--- config.mk ---
export PLATFORM = sky130hd
export DESIGN_NAME = except_pipe
export DESIGN_NICKNAME = d
export VERILOG_FILES = /design/src/rtl/except_pipe.sv
export SDC_FILE = /design/constraint.sdc
export NUM_CORES = 1
export LEC_CHECK = 0
export ABC_AREA = 1
export BUFFER_PORTS_ARGS = -buffer_cell sky130_fd_sc_hd__buf_2
export CAP_MARGIN = 10
export CORE_ASPECT_RATIO = 0.8
export CORE_MARGIN = 8
export CORE_UTILIZATION = 40
export CTS_CLUSTER_SIZE = 16
export DETAILED_ROUTE_END_ITERATION = 10
export MAX_ROUTING_LAYER = met4
export PLACE_DENSITY_LB_ADDON = 0.3
export SYNTH_ARGS = -nofsm -noshare
export SYNTH_HDL_FRONTEND = slang
export SYNTH_SLANG_ARGS = --single-unit
--- constraint.sdc ---
create_clock -name clk -period 2.72 [get_ports clk]
set_clock_uncertainty 0.05 [all_clocks]
set_input_delay 0.816 -clock clk [delete_from_list [all_inputs] [get_ports clk]]
set_output_delay 0.816 -clock clk [all_outputs]
set_load 0.02 [all_outputs]
--- src/rtl/except_pipe.sv ---
// except_pipe: carries exception packs ID->EX->MEM->WB, merges MEM faults, runs the WB trap handshake and flush
module except_pipe #(
  parameter int XLEN = 64
) (
  input  logic            clk,
  input  logic            rstn,
  input  logic            id_valid_i,
  input  logic            id_except_i,
  input  logic [XLEN-1:0] id_epc_i,
  input  logic [XLEN-1:0] id_ecause_i,
  input  logic [XLEN-1:0] id_etval_i,
  input  logic            stall_i,
  input  logic            mem_except_i,
  input  logic [XLEN-1:0] mem_ecause_i,
  input  logic [XLEN-1:0] mem_etval_i,
  output logic            trap_req_o,
  output logic [XLEN-1:0] trap_epc_o,
  output logic [XLEN-1:0] trap_ecause_o,
  output logic [XLEN-1:0] trap_etval_o,
  input  logic            trap_ack_i,
  output logic            stall_o,
  output logic            flush_o
);
  typedef enum logic [1:0] {IDLE, REQ, FLUSH} state_t;
  state_t state;
  logic e_v, e_x, m_v, m_x, w_v, w_x;
  logic [XLEN-1:0] e_epc, e_cause, e_tval, m_epc, m_cause, m_tval, w_epc, w_cause, w_tval;
  logic adv, mem_hit;
  logic [XLEN-1:0] mg_cause, mg_tval;
  assign adv = !stall_i && !stall_o;
  // an older decode-stage exception wins over a memory fault
  assign mem_hit  = m_v && !m_x && mem_except_i;
  assign mg_cause = mem_hit ? mem_ecause_i : m_cause;
  assign mg_tval  = mem_hit ? mem_etval_i : m_tval;
  always_ff @(posedge clk or negedge rstn) begin
    if (!rstn) begin
      {e_v, e_x, m_v, m_x, w_v, w_x} <= '0;
      {e_epc, e_cause, e_tval} <= '0;
      {m_epc, m_cause, m_tval} <= '0;
      {w_epc, w_cause, w_tval} <= '0;
    end else if (flush_o) begin
      {e_v, e_x, m_v, m_x, w_v, w_x} <= '0;
    end else if (adv) begin
      {e_v, e_x, e_epc, e_cause, e_tval} <= {id_valid_i, id_except_i, id_epc_i, id_ecause_i, id_etval_i};
      {m_v, m_x, m_epc, m_cause, m_tval} <= {e_v, e_x, e_epc, e_cause, e_tval};
      {w_v, w_x, w_epc, w_cause, w_tval} <= {m_v, m_x | mem_hit, m_epc, mg_cause, mg_tval};
    end
  end
  // trap fields are captured on entry to REQ so they stay stable while W keeps moving for that one edge
  always_ff @(posedge clk or negedge rstn) begin
    if (!rstn) begin
      state <= IDLE;
      {trap_req_o, stall_o, flush_o} <= '0;
      {trap_epc_o, trap_ecause_o, trap_etval_o} <= '0;
    end else begin
      case (state)
        IDLE: if (w_v && w_x) begin
          state <= REQ;
          {trap_req_o, stall_o} <= 2'b11;
          {trap_epc_o, trap_ecause_o, trap_etval_o} <= {w_epc, w_cause, w_tval};
        end
        REQ: if (trap_ack_i) begin
          state <= FLUSH;
          {trap_req_o, stall_o, flush_o} <= 3'b001;
          {trap_epc_o, trap_ecause_o, trap_etval_o} <= '0;
        end
        FLUSH: begin
          state   <= IDLE;
          flush_o <= 1'b0;
        end
        default: begin
          state <= IDLE;
          {trap_req_o, stall_o, flush_o} <= '0;
        end
      endcase
    end
  end
endmodule

==> results of run 1 <==
path summary, 6_finish.rpt:
path,cells past startpoint,startpoint,to
worst min register to register,2,e_epc[36],m_epc[36]
worst min-delay path,1,rstn,trap_epc_o[50]
worst max register to register,6,state[1],trap_etval_o[22]
max in group asynchronous,2,rstn,trap_ecause_o[24]
worst max-delay path,1,trap_ecause_o[29],trap_ecause_o[29]
min in group clk,3,id_etval_i[18],e_tval[18]
cell families (layout without fill, tap and decap cells):
logic type	count (synthesis)	in the layout	synth area share
AO/OA/AOI/OAI	393	393	0.0627
other	0	12	0
flip-flops	778	778	0.619
AND/OR/NAND/NOR	1810	1810	0.229
buffers and inverters	679	1207	0.0898
final cells by class:
class,count,area (sq um),share of cell area
inverter,459,1740,0.0455
sequential,778,19500,0.511
antenna,12,30.0,0.000788
tap,1034,1290,0.0339
clock inverter,21,264,0.00693
timing repair buffer,603,3650,0.0957
clock buffer,124,2450,0.0643
multi-input combinational,2203,9220,0.242
cells in the final DEF, fill, tap and decap left out, types with 12 or more instances in the layout:
master     synthesis  routed
buf_2            129     520
buf_4             26      49
diode_2            0      12
inv_1            457     457
o21ai_1           41      41
o21ai_0          349     349
clkbuf_16          0      83
dfrtp_1          778     778
buf_12             0      33
clkbuf_1          61      19
nand3_1          324     322
nand2_1         1481    1479
clkbuf_8           0      22
cell usage after synthesis:
cell type  instances  area [sq um]
nand2_1         1481          5560
dfrtp_1          778         19500
inv_1            457          1720
o21ai_0          349          1750
nand3_1          324          1620
buf_2            129           646
clkbuf_1          61           229
o21ai_1           41           205
buf_4             26           195
nor2_1             5          18.8
buf_6              2          22.5
inv_2              2          7.51
o22ai_1            2          12.5
buf_1              1          3.75
clkbuf_4           1          7.51
o31ai_1            1          7.51
power groups by stage:
| stage | sequential, W | combinational (W) | clock, W |
|---|---|---|---|
| 2_1_floorplan | 0.0158 | 0.00308 | 0 |
| 3_3_place_gp | 0.0158 | 0.00499 | 0 |
| 3_5_place_dp | 0.0158 | 0.00515 | 0 |
| 4_1_cts | 0.0157 | 0.00518 | 0.0115 |
| 5_1_grt | 0.0160 | 0.00593 | 0.0119 |
| 6_report | 0.0157 | 0.00509 | 0.0112 |
layer usage:
layer / vias to the layer above / wire (microns) / part of all wire / GRT usage
li1: 12200 / - / - / -
met1: 11800 / 40300 / 0.45 / 0.282
met2: 652 / 42000 / 0.46 / 0.319
met3: 201 / 4190 / 0.046 / 0.0320
met4: 0 / 3830 / 0.042 / 0.0850
met5: - / 0 / 0 / -
metrics by stage:
stage	hold slack [ps]	instance area [sq um]	setup WS, ps
floorplan	392	31500	978
global placement	405	35400	513
detailed placement	401	35400	443
CTS	7.06	38100	546
global route	25.4	38100	513
finish	45.9	38100	604
==> flow_summary.ini, run 1 <==
[outcome]
outcome = finished, final reports clean

[floorplanning]
fp.dieH_microns = 267
fp.dieW_microns = 330
coreArea_sq_mm = 0.0784
rows = 92
start_util = 0.401
io_pins = 522
dieArea_sq_mm = 0.0880

[synth]
synthDistinctLibCells = 16
synth_area_sq_mm = 0.0315
synth-seq-cells = 778
ys_seq_area_frac = 0.619
yosys_warnings = 0
synth_fp_nets = 3987
syn_inst = 3660
avgSynthCellArea_sq_um = 8.60

[grt]
overflow = 0
grt_util_all_layers = 0.209
grt_max_degree = 129
first_global_vias = 24900
antenna_found_initial = 11
grt_pass1_wl_mm = 142

[critical_path]
cp_top_family = flip-flops
path_max_fanout = 2
r2r_slack_ps = 840
cp.arrival_ps = 1250
endpoint_kind = output port
start_kind = flop
path_buf_inv = 1
crit_required_ps = 1850
path_class = reg -> out
slowest_delay_ps = 430
cp_slowest_cell = dfrtp_1
crit_chain = buf_2

[pwr]
swShare = 0.290
p_switching_w = 0.00927
power_density_mw_per_mm2 = 838
power_leakage_nw = 20.7
ir_worst_vdd_mv = 0.537
intPower_w = 0.0227
comb_power_share = 0.159
p_total_w = 0.0319
seq_power_share = 0.490
clock_power_share = 0.351

[placed_design]
place.gp.congestion = 0.851
post-dp-hpwl_mm = 62.2
place_inst = 5077
portBuffers = 521

[detailed_routing]
drt_pass1_iterations = 5
drc_errors = 0
vias_per_cell = 4.74
drt-total-wl_mm = 90.3
avgRoutedWirePerCell_microns = 17.3
postRouteAntennaNets = 0
drtIter0Drc = 1905
vias = 24800

[timing]
finalCritPeriodShare = 0.778
setup_viol = 0
worst_pin_slew_ps = 912
drv_slew = 0
grt_setup_unrepaired = false
period_needed_ps = 2120
tns_ps = 0
max_slew_margin = 0.392
hold_viol = 0
clock.fmax_mhz = 473

[cells_and_area]
fin_nets = 4454
final_layout_size_suffix_gt1_frac = 0.176
fillers = 7502
fin_util = 0.486
area_growth_pct = 21.1
final_cells = 5234

[clock_network]
cts_buffers = 82
ctsHoldBuffers = 0
clkLatencyLatePin_ps = 630
htree_levels = 3
cts.reportedPaths.clkPinSlew_ps = 60
post_cts_buffers = 0
cts_tree = yes
cts_resized = 0
clock_path_buffers = 3
cts.sinks = 778
cts.root.buffer_cell = clkbuf_16

[run]
maxCapViolations = 0

[hold_path]
hold_path.class = in -> async
No activity file was read; power rests on OpenSTA's default activity.
==> run 2, diff against run 1 <==
--- a/config.mk
+++ b/config.mk
@@ -5,7 +5,7 @@
 export SDC_FILE = /design/constraint.sdc
 export NUM_CORES = 1
 export LEC_CHECK = 0
-export ABC_AREA = 1
+export ABC_AREA = 0
 export BUFFER_PORTS_ARGS = -buffer_cell sky130_fd_sc_hd__buf_2
 export CAP_MARGIN = 10
 export CORE_ASPECT_RATIO = 0.8
==> constraint.sdc (replaced) <==
create_clock -name clk -period 1.77 [get_ports clk]
set_clock_uncertainty 0.05 [all_clocks]
set_input_delay 0.531 -clock clk [delete_from_list [all_inputs] [get_ports clk]]
set_output_delay 0.531 -clock clk [all_outputs]
set_load 0.02 [all_outputs]
==> flow_summary.ini, run 2 <==
[synth]
synthDistinctLibCells = 22
synthAdderAreaFrac = 0
synth_fp_nets = 2443
synth_compound_gate_area_share = 0.0867
ys_seq_area_frac = 0.655
synth.area.mux_share = 0.170
yosys_warnings = 0
synth-simple-area-share = 0.0512
synth_commonest_cells = 778 x dfrtp_1, 292 x mux2_1, 262 x nand2_1
synth_ff_type = dfrtp_1
synth_area_leaders = dfrtp_1 65%, mux2_1 11%, mux2_2 5.9%, a22o_1 5.7%, nand2_1 3.3%
synthArstFlopShare = 1.00
synth_edf_count = 0
synth_top_family_by_area = multiplexers
synth-seq-cells = 778
synth_xor_area_frac = 0
synth.largest_area_cell = dfrtp_1
netlist.area_leader.share = 0.655
synth_area_sq_mm = 0.0297
avgSynthCellArea_sq_um = 14.0
synth_most_common_cell = dfrtp_1
syn_inst = 2116

[clock_network]
cts.sinks = 778
cts.root.buffer_cell = clkbuf_16
clkLatencyLatePin_ps = 610
htree_levels = 3
cts_tree = yes
cts_buffers = 80
cts.reportedPaths.clkPinSlew_ps = 60
clock_path_buffers = 3

[cells_and_area]
fin_util = 0.556
final_cell_mix = 775 x dfrtp_1, 343 x buf_2, 262 x nand2_1
fin_area_sq_mm = 0.0410
final_layout_size_suffix_gt1_frac = 0.433
area_growth_pct = 37.9
fin_nets = 3207
fillers = 5836
layout_commonest_cell = dfrtp_1

[floorplanning]
start_util = 0.403
fp.dieH_microns = 260
dieArea_sq_mm = 0.0834
io_pins = 522
coreArea_sq_mm = 0.0737
rows = 89
fp.dieW_microns = 321

[critical_path]
ff2ff_path_depth = 6
worstReg2RegEnd = w_epc[44]
path_class = reg -> reg
r2r_slack_ps = -170
path_max_fanout = 13
endpoint_kind = flop
cp.arrival_ps = 2380
crit_required_ps = 2210
start_kind = flop
r2r-start = stall_o

[grt]
first_global_vias = 21000
antenna_found_initial = 9
grt_pass1_wl_mm = 119
grt_max_degree = 81
grt_util_all_layers = 0.183
overflow = 0

[detailed_routing]
postRouteAntennaNets = 0
drc_errors = 0
drt_pass1_iterations = 5
drt-total-wl_mm = 82.3
vias_per_cell = 5.10
vias = 20100
drtIter0Drc = 1421
avgRoutedWirePerCell_microns = 20.8

[placed_design]
portBuffers = 521
post-dp-hpwl_mm = 52.2
dpl_worst_slack_ps = -239
dpl_cell_area_sq_mm = 0.0340
place.gp.congestion = 0.828

[timing]
hold_viol = 0
period_needed_ps = 1940
max_slew_margin = 0.714
grt_setup_unrepaired = true
fin_ws_ps = -165
setup_viol = 533
drv_slew = 0
worst_pin_slew_ps = 429
clock.fmax_mhz = 517
finalCritPeriodShare = 1.09

[outcome]
violations = setup timing
outcome = finished, violations left

[hold_path]
hold_start = id_ecause_i[60]
min_to = e_cause[60]
hold_path.class = in -> reg
holdPathStages = 2

[pwr]
power_leakage_nw = 19.7
ir_worst_vdd_mv = 0.944
power_density_mw_per_mm2 = 1170
p_total_w = 0.0478

[run]
maxCapViolations = 0
run 2: cell types whose count changed after synthesis, sizes merged, moves of 42 or more:
cell	delta
a31oi	+129
inv	-457
a22o	+192
nand3	-324
mux2	+448
nor2	+128
nand2	-1219
clkbuf	-42
o21ai	-385
run 2: kinds of logic after synthesis:
group                  after synthesis
DFF                                778
muxes                              448
and+or+nand+nor                    400
AOI/OAI and AO/OA                  337
buffers and inverters              153
run 2: worst max-delay path, stage by stage, from the launching register on:
cell and delay (ps):
dfrtp_1 420, buf_6 140, nor3_4 250, buf_6 190, clkbuf_16 200, clkbuf_16 210, mux2_2 340
run 2: power by group:
| part | internal [W] | switching (W) | total (W) |
|---|---|---|---|
| Combinational | 0.00397 | 0.00238 | 0.00635 |
| Sequential | 0.0219 | 0.00235 | 0.0243 |
| Clock | 0.0103 | 0.00692 | 0.0172 |
run 2: stage by stage:
stage | instances | hold WS (ps) | setup TNS (ps)
2_1_floorplan | 2116 | 185 | 0
3_3_place_gp | 3605 | 389 | -63130
3_5_place_dp | 3605 | 391 | -77280
4_1_cts | 3871 | 30.6 | -36990
5_1_grt | 3951 | 51.6 | -80000
6_report | 3951 | 75.8 | -49840
run 2: layout make-up:
class | instances | area (sq um) | share of cell area
Timing Repair Buffer | 833 | 7630 | 0.186
Clock inverter | 28 | 383 | 0.00934
Sequential cell | 778 | 19500 | 0.475
Inverter | 2 | 7.51 | 0.000183
Clock buffer | 115 | 2310 | 0.0564
Multi-Input combinational cell | 1185 | 9920 | 0.242
Antenna cell | 9 | 22.5 | 0.000549
Tap cell | 1001 | 1250 | 0.0305
run 2: layer usage:
metal  wire, microns  global-route usage  vias up
met3            4560              0.0398      116
met2           40400               0.297      585
met5               0                   -        -
li1                -                   -     9035
met4            1680              0.0495        0
met1           35700               0.235    10400
run 2: worst max path at each step:
| stage | start | slack [ps] | end | depth (start not counted) |
|---|---|---|---|---|
| after detailed placement | stall_i | -240 | m_cause[13] | 5 |
| after global placement | stall_i | -210 | m_tval[3] | 5 |
| after global routing | stall_o | -220 | e_cause[2] | 6 |
| final | stall_o | -170 | w_epc[44] | 6 |
| after CTS | flush_o | -150 | flush_o | 2 |
| after floorplan | stall_o | 2 | e_cause[0] | 6 |
run 2: timing repair:
action	4_1_cts	5_1_grt
buffers inserted	117	43
hold endpoints to repair	10	0
setup endpoints to repair	377	716
pin swaps	0	1
gates cloned	5	29
hold buffers	1	0
resized for setup	364	271
